$ cat src/rtl/mc_ctrl.sv
// mc_ctrl: multi-cycle controller for the MIPS-subset core.
// Sequences each instruction through IF/ID/EX/MEM/WB, gates the PC/IR/RF/memory
// write strobes per state, bounds every memory wait and traps on illegal
// opcodes or memory timeouts.
// Optional build macro: MC_CTRL_PERF_EN adds the cyc_cnt/instr_cnt counters.
module mc_ctrl #(
    parameter int ALUOP_W     = 4,
    parameter int MEM_TIMEOUT = 15,
    parameter int PERF_W      = 32
) (
    input  logic               clk,
    input  logic               rst,
    input  logic [5:0]         op,
    input  logic [5:0]         funct,
    input  logic               zero,
    input  logic               mem_ready,
    output logic               pc_write,
    output logic               ir_write,
    output logic               mem_read,
    output logic               mem_write,
    output logic               reg_write,
    output logic [ALUOP_W-1:0] aluop,
    output logic [1:0]         s_num_write,
    output logic [1:0]         s_ext,
    output logic               s_a,
    output logic               s_b,
    output logic [1:0]         s_data_write,
    output logic [1:0]         s_npc,
    output logic [2:0]         state,
    output logic               trap
`ifdef MC_CTRL_PERF_EN
    ,
    output logic [PERF_W-1:0]  cyc_cnt,
    output logic [PERF_W-1:0]  instr_cnt
`endif
);

    typedef enum logic [2:0] {
        S_IF   = 3'd0,
        S_ID   = 3'd1,
        S_EX   = 3'd2,
        S_MEM  = 3'd3,
        S_WB   = 3'd4,
        S_TRAP = 3'd5
    } state_t;

    typedef enum logic [2:0] {C_ALU, C_LW, C_SW, C_BEQ, C_J, C_JAL, C_JR} cls_t;

    localparam logic [5:0] OP_RTYPE = 6'h00, OP_J    = 6'h02, OP_JAL = 6'h03,
                           OP_BEQ   = 6'h04, OP_ADDI = 6'h08, OP_ADDIU = 6'h09,
                           OP_ANDI  = 6'h0C, OP_ORI  = 6'h0D, OP_LUI = 6'h0F,
                           OP_LW    = 6'h23, OP_SW   = 6'h2B;
    localparam logic [5:0] F_JR  = 6'h08, F_ADD = 6'h20, F_ADDU = 6'h21,
                           F_SUBU = 6'h23, F_AND = 6'h24, F_OR  = 6'h25,
                           F_SLT = 6'h2A;

    // def.v select/ALU encodings shared with the existing datapath muxes
    localparam logic [ALUOP_W-1:0] ALU_ADD  = ALUOP_W'(4'h0);
    localparam logic [ALUOP_W-1:0] ALU_ADDU = ALUOP_W'(4'h1);
    localparam logic [ALUOP_W-1:0] ALU_AND  = ALUOP_W'(4'h4);
    localparam logic [ALUOP_W-1:0] ALU_OR   = ALUOP_W'(4'h5);
    localparam logic [1:0] N_NPC = 2'd0, J_NPC = 2'd1, JR_NPC = 2'd2, BEQ_NPC = 2'd3;
    localparam logic [1:0] NW_RT = 2'd0, NW_RD = 2'd1, NW_31 = 2'd2;
    localparam logic [1:0] EXT_ZERO = 2'd0, EXT_SIGN = 2'd1, EXT_LUI = 2'd2;
    localparam logic [1:0] DW_ALU = 2'd0, DW_MEM = 2'd1, DW_NPC = 2'd2;
    localparam logic ALU_A_REG = 1'b0, ALU_A_NPC = 1'b1;
    localparam logic ALU_B_REG = 1'b0, ALU_B_IMM = 1'b1;

    // Wait counter only needs to reach MEM_TIMEOUT-1: the next unready cycle traps.
    localparam int WAIT_W = (MEM_TIMEOUT < 2) ? 1 : $clog2(MEM_TIMEOUT);
    localparam logic [WAIT_W-1:0] WAIT_LIMIT = WAIT_W'(MEM_TIMEOUT - 1);

    state_t            state_r, state_nxt;
    cls_t              cls;
    logic              legal;
    logic [WAIT_W-1:0] wait_cnt;
    logic              wait_expired;

    assign state        = state_r;
    assign wait_expired = (wait_cnt == WAIT_LIMIT) && !mem_ready;

    // Instruction decode: class, legality and all datapath selects from op/funct/zero
    always_comb begin
        legal        = 1'b1;
        cls          = C_ALU;
        aluop        = ALU_ADDU;
        s_num_write  = NW_RT;
        s_ext        = EXT_SIGN;
        s_a          = ALU_A_REG;
        s_b          = ALU_B_IMM;
        s_data_write = DW_ALU;
        s_npc        = N_NPC;
        case (op)
            OP_RTYPE: begin
                s_num_write = NW_RD;
                s_b         = ALU_B_REG;
                aluop       = ALUOP_W'(funct[3:0]);
                case (funct)
                    F_ADD, F_ADDU, F_SUBU, F_AND, F_OR, F_SLT: cls = C_ALU;
                    F_JR: begin
                        cls   = C_JR;
                        s_npc = JR_NPC;
                    end
                    default: legal = 1'b0;
                endcase
            end
            OP_ADDI:  aluop = ALU_ADD;
            OP_ADDIU: aluop = ALU_ADDU;
            OP_ANDI: begin
                aluop = ALU_AND;
                s_ext = EXT_ZERO;
            end
            OP_ORI: begin
                aluop = ALU_OR;
                s_ext = EXT_ZERO;
            end
            OP_LUI: begin
                aluop = ALU_OR;
                s_ext = EXT_LUI;
            end
            OP_LW: begin
                cls          = C_LW;
                s_data_write = DW_MEM;
            end
            OP_SW:  cls = C_SW;
            OP_BEQ: begin
                cls   = C_BEQ;
                s_a   = ALU_A_NPC;
                s_npc = zero ? BEQ_NPC : N_NPC;
            end
            OP_J: begin
                cls   = C_J;
                s_npc = J_NPC;
            end
            OP_JAL: begin
                cls          = C_JAL;
                s_npc        = J_NPC;
                s_num_write  = NW_31;
                s_data_write = DW_NPC;
            end
            default: legal = 1'b0;
        endcase
    end

    // Next-state and per-state strobes; reset masks every strobe so an aborted
    // instruction never writes the PC, IR, register file or memory
    always_comb begin
        state_nxt = state_r;
        pc_write  = 1'b0;
        ir_write  = 1'b0;
        mem_read  = 1'b0;
        mem_write = 1'b0;
        reg_write = 1'b0;
        trap      = 1'b0;
        case (state_r)
            S_IF: begin
                mem_read = 1'b1;
                if (mem_ready) begin
                    ir_write  = 1'b1;
                    state_nxt = S_ID;
                end else if (wait_expired) begin
                    state_nxt = S_TRAP;
                end
            end
            S_ID: begin
                if (!legal) begin
                    state_nxt = S_TRAP;
                end else begin
                    case (cls)
                        C_J: begin
                            pc_write  = 1'b1;
                            state_nxt = S_IF;
                        end
                        C_JAL:   state_nxt = S_WB;
                        default: state_nxt = S_EX;
                    endcase
                end
            end
            S_EX: begin
                case (cls)
                    C_LW, C_SW: state_nxt = S_MEM;
                    C_BEQ, C_JR: begin
                        pc_write  = 1'b1;
                        state_nxt = S_IF;
                    end
                    default: state_nxt = S_WB;
                endcase
            end
            S_MEM: begin
                if (cls == C_SW) mem_write = 1'b1;
                else             mem_read  = 1'b1;
                if (mem_ready) begin
                    if (cls == C_SW) begin
                        pc_write  = 1'b1;
                        state_nxt = S_IF;
                    end else begin
                        state_nxt = S_WB;
                    end
                end else if (wait_expired) begin
                    state_nxt = S_TRAP;
                end
            end
            S_WB: begin
                reg_write = 1'b1;
                pc_write  = 1'b1;
                state_nxt = S_IF;
            end
            S_TRAP: trap = 1'b1;
            default: state_nxt = S_TRAP;
        endcase
        if (rst) begin
            pc_write  = 1'b0;
            ir_write  = 1'b0;
            mem_write = 1'b0;
            reg_write = 1'b0;
        end
    end

    // State register
    always_ff @(posedge clk) begin
        if (rst) state_r <= S_IF;
        else     state_r <= state_nxt;
    end

    // Memory wait counter: counts unready IF/MEM cycles, restarts on every state change
    always_ff @(posedge clk) begin
        if (rst || (state_nxt != state_r))
            wait_cnt <= '0;
        else if (((state_r == S_IF) || (state_r == S_MEM)) && !mem_ready)
            wait_cnt <= wait_cnt + 1'b1;
    end

`ifdef MC_CTRL_PERF_EN
    // Performance counters: live cycles outside TRAP, and retired instructions (PC loads)
    always_ff @(posedge clk) begin
        if (rst) begin
            cyc_cnt   <= '0;
            instr_cnt <= '0;
        end else begin
            if (state_r != S_TRAP) cyc_cnt <= cyc_cnt + 1'b1;
            if (pc_write)          instr_cnt <= instr_cnt + 1'b1;
        end
    end
`else
    // PERF_W sizes the counters only when they are built.
    if (PERF_W < 1) begin : g_perf_w_unused
    end
`endif

endmodule

$ cat config.mk
export PLATFORM = sky130hd
export DESIGN_NAME = mc_ctrl
export DESIGN_NICKNAME = d
export VERILOG_FILES = /design/src/rtl/mc_ctrl.sv
export SDC_FILE = /design/constraint.sdc
export NUM_CORES = 1
export LEC_CHECK = 0
export CAP_MARGIN = 20
export CORE_UTILIZATION = 43
export CTS_BUF_LIST = sky130_fd_sc_hd__clkbuf_8
export CTS_CLUSTER_SIZE = 8
export DETAILED_ROUTE_END_ITERATION = 10
export GPL_TIMING_DRIVEN = 0
export PLACE_DENSITY_LB_ADDON = 0.05
export SYNTH_ARGS = -nofsm -noshare
export SYNTH_HDL_FRONTEND = slang
export SYNTH_SLANG_ARGS = --single-unit
$ cat constraint.sdc
create_clock -name clk -period 3.88 [get_ports clk]
set_clock_uncertainty 0.15 [all_clocks]
set_input_delay 0.388 -clock clk [delete_from_list [all_inputs] [get_ports clk]]
set_output_delay 0.388 -clock clk [all_outputs]
set_load 0.02 [all_outputs]
# Yosys cells after proc, flatten, opt, wreduce, memory -nomap -nowiden
# Cells that the tools add are included.
# classes
addsub	1
multipliers	0
div	0
n_lt_le_gt_ge	0
n_eq_ne	30
shifts	0
mux	38
n_bitwise	0
n_reduce_logical	14
# ops
operator	count
6-bit == test, second input constant	8
6-bit by 4-bit == test with 1-bit output, second input constant	6
3-bit case mux with 6 select lines	2
1-bit 2-to-1 mux	18
3-bit 2-to-1 mux	6
4-bit case mux with 4 select lines	1
3-bit == test, second input constant	5
3-bit by 2-bit == test with 1-bit output, second input constant	4
6-bit by 2-bit == test with 1-bit output, second input constant	2
2-bit case mux with 2 select lines	3
3-bit case mux with 2 select lines	2
10-bit OR reduction	1
2-bit OR reduction	5
7-bit OR reduction	1
3-bit by 1-bit == test with 1-bit output, second input constant	2
6-bit by 3-bit == test with 1-bit output, second input constant	1
6-bit logical NOT	1
2-bit case mux with 3 select lines	1
4-bit by 1-bit adder with 4-bit output, second input constant	1
4-bit == test, second input constant	1
2-bit 2-to-1 mux	2
1-bit case mux with 2 select lines	2
1-bit case mux with 4 select lines	1
3-bit logical NOT	1
4 further kinds	6
# word_totals
register_bits	7
latchBits	0
ramBits	0
rom_bits	0
out_inout_bits	23
memories	0

# Longest topological paths before layout
# Gate-level depths: netlist of run 1.
# depth
ltp_word	9
mapped_depth	7
ltp_nobuf	7

# Least setup slack after synthesis of run 1
# No wires, ideal clock.
# synth_path
path_kind	input to output
from	in op[1]
to	out aluop[2]
arrival_ns	1.908
required_time_ns	3.342
path_slack_ns	1.434
path_stages	5
n_path_buf	1
cell_sequence	buf_6 > or4_4 > nor3_4 > inv_2 > o21ai_0
# synth_between
elab_chain_cells	3
elab_cells_between_ends	7
# synth_rtl
item	line_no	source
from (decl)	13	input logic [5:0] op,
6-bit by 4-bit == test with 1-bit output	93	case (op)
2-bit OR reduction (no source line)	--	
4-bit case mux with 4 select lines (*)	93	
to (decl)	22	output logic [ALUOP_W-1:0] aluop,
# Mark *: on every way between the ends. The rest lies on a longest branch, timed or not.

# Worst setup path after layout of run 1
# layout_path
from	in op[3]
to	out pc_write
# layout_between
elab_chain_cells	7
elab_cells_between_ends	26
# layout_rtl
item	line_no	source
6-bit by 2-bit == test with 1-bit output, or another cell as far along	93	
3-bit case mux with 6 select lines	93	
3-bit by 2-bit == test with 1-bit output, or another cell as far along	193	if (cls == C_SW) begin
1-bit 2-to-1 mux, or another cell as far along	193	
1-bit 2-to-1 mux (on tied branches)	192, 166, 180	
1-bit case mux with 4 select lines (*)	155	case (state_r)
1-bit 2-to-1 mux (*)	211	if (rst) begin
to (decl)	17	output logic pc_write,
# Marked as above.

==> impl_metrics.ini, run 1 <==
[worst_setup_path]
reg2reg_depth = 6
critPathKind = in2out
worst-r2r-setup-slack_ns = 2.08
setup.worst_path.start_class = primary input
crit_fanout = 10
endpoint_kind = output port
arrival_ns = 2.79
worstPathRequired_ns = 3.34

[logic_synthesis]
yosysSeqAreaShare_pct = 15.2
avgSynthCellArea_um2 = 6.63
synth_edf_count = 0
synth_warnings = 0
synthDistinctLibCells = 47
syn-instance-count = 139
async_flop_share_pct = 0
ys_ff_latch = 7
synth_ff_type = dfxtp_1
syn-cell-area_um2 = 922
syn-num-nets = 157

[power]
vdd_drop_max_uv = 203
power_density_nw_per_um2 = 233
pwr-share-comb_pct = 41.7
switching_power_uw = 112
p_int_uw = 205
p_clk_share_pct = 32.3
switching_share_pct = 35.4
leakagePower_uw = 0.000503
p_total_uw = 317
seqPwrFrac_pct = 26.0

[grt]
grt.busiest_layer = met2
met3_usage_pct = 3.77
grt_pass1_wl_um = 4680
gr-usage-met1_pct = 29.2
use_met2_pct = 45.3
grt_max_degree = 11
grt_pass1_vias = 1125
grt_util_all_layers_pct = 24.7
antenna_found_initial = 0
grt_overflow = 0

[routing]
vias_per_cell = 5.75
drcViolationCount = 0
vias = 1185
drtIter0Drc = 28
wl_per_cell_um = 12.9
wirelength_um = 2670
firstDrtPassIters = 4
final_antenna_net_count = 0

[floorplanning]
ios = 39
core-area_um2 = 1980
row_count = 16
die_area_um2 = 2330
start_util_pct = 46.5
chipWidth_um = 48.3
fp.dieH_um = 48.3

[finish]
mostFrequentLayoutCell = clkdlybuf4s50_1
area_growth_pct = 47.6
n_fill_cell = 175
num-nets-final = 198
drive_above_1_share_pct = 9.50
multiInputGateArea_um2 = 691
diodes = 0
ff_latch_area_um2 = 140
layout_common_cells = clkdlybuf4s50_1, nor2_1, nand2_1

[job]
drv_cap = 0

[clocking]
post_cts_resize_count = 0
cts.reportedPaths.clkPinSlew_ns = 0.04
cts_setup_buffers = 0
cts_hold_buf = 0
clock-sinks = 7
cts_tree = done
clk_path_buf_depth = 2
clock_latency_ns = 0.23
cts_inserted_buffers = 3
cts_root_buf = clkbuf_8
cts-htree-levels = 1

[sta]
hold_slack_ns = 0.385
hold_violations = 0
post-route-period-util_pct = 85.7
fin_setup_tns_ns = 0
setup_violations = 0
clock.fmax_mhz = 301
relSlewSlack_pct = 60.3
tightestPinTransition_ns = 0.592
report.final.slew_viol_count = 0
rsz0062_at_grt = false
timing.final.ws_setup_ns = 0.556
final.min_clock_period_ns = 3.32

[outcome]
status = finished, final reports clean

[worst_hold_path]
hold_class = reg2reg
holdPathStages = 2

[placement]
routabilityCongestion = 0.882
dp_hpwl_um = 2060
pre_cts_ws_ns = 0.566
io_buffers = 36
## per-layer routing
metal	up-vias	wire length, um
li1	591	-
met1	546	1180
met2	43	1310
met3	5	145
met4	0	36
met5	-	0
## Yosys cell counts (2+ instances only)
library cell | number | area share, %
dfxtp_1 | 7 | 15
a21oi_1 | 6 | 3.3
a31oi_1 | 4 | 2.7
xor2_1 | 3 | 2.8
clkbuf_1 | 4 | 1.6
nand3_1 | 6 | 3.3
nor3_1 | 6 | 3.3
or3_1 | 2 | 1.4
nand3b_1 | 3 | 2.4
o22ai_1 | 3 | 2.0
nand2_1 | 13 | 5.3
ha_1 | 2 | 2.7
and3_1 | 2 | 1.4
inv_1 | 9 | 3.7
nand2b_1 | 5 | 3.4
nor2b_1 | 2 | 1.4
nor2_1 | 18 | 7.3
buf_2 | 4 | 2.2
nor4_1 | 7 | 4.7
o21ai_0 | 6 | 3.3
## final timing paths
check | endpoint | from
worst max-delay path | pc_write | op[3]
worst min-delay path | wait_cnt[3] | wait_cnt[3]
worst max register to register | wait_cnt[1] | state[0]
worst min register to register | wait_cnt[3] | wait_cnt[3]
## critical path: stages
cell and delay, ns:
clkdlybuf4s50_1 0.56, clkbuf_1 0.36, nand3_1 0.26, or3_1 0.41, a31oi_1 0.18, clkdlybuf4s50_1 0.63
## flip-flops by register name, summed over array words and instances (netlist names)
name	count
wait_cnt	4
state	3
## layout make-up
class / count / share of cell area [%]
buffer: 10 / 3.95
clock buffer: 3 / 3.03
clock inverter: 1 / 0.276
inverter: 10 / 2.76
multi-input combinational: 112 / 50.7
sequential: 7 / 10.3
tap: 27 / 2.48
timing repair buffer: 36 / 26.5
## power groups by stage
stage               logic, uW  registers, uW  clock network, uW
finish                    132           82.4                102
global route              145           83.4                108
CTS                       132           82.3                103
detailed placement        131           83.6                  0
global placement          129           83.2                  0
floorplan                77.2           86.4                  0
## cells by family (layout without fill, tap and decap cells)
logic type | count (synthesis) | count (layout) | synth area share [%]
adder cells (fa/ha/maj) | 2 | 2 | 2.71
AND/OR/NAND/NOR | 72 | 72 | 42.1
AO/OA/AOI/OAI | 33 | 33 | 25.2
flip-flops | 7 | 7 | 15.2
multiplexers | 1 | 1 | 1.09
XOR/XNOR | 4 | 4 | 3.80
buffers and inverters | 20 | 60 | 9.90
## through the flow
stage          cells  cell area [um2]  util, %
4_1_cts          206             1360     68.7
2_1_floorplan    139              922        -
5_1_grt          206             1360     68.7
3_3_place_gp     202             1320     66.4
6_report         206             1360     68.7
3_5_place_dp     202             1320     66.4
Note: power is estimated with default switching activity, not from simulation.
==> run 2, diff against run 1 <==
HOLD_SLACK_MARGIN = 0.08   (was unset)
SLEW_MARGIN = 20   (was unset)
==> results of run 2 <==
No change in the layout: final DEF, timing and power equal those of run 1.
==> run 3, diff against run 2 <==
SLEW_MARGIN = unset   (was 20)
==> results of run 3 <==
No change in the layout: final DEF, timing and power equal those of run 1.
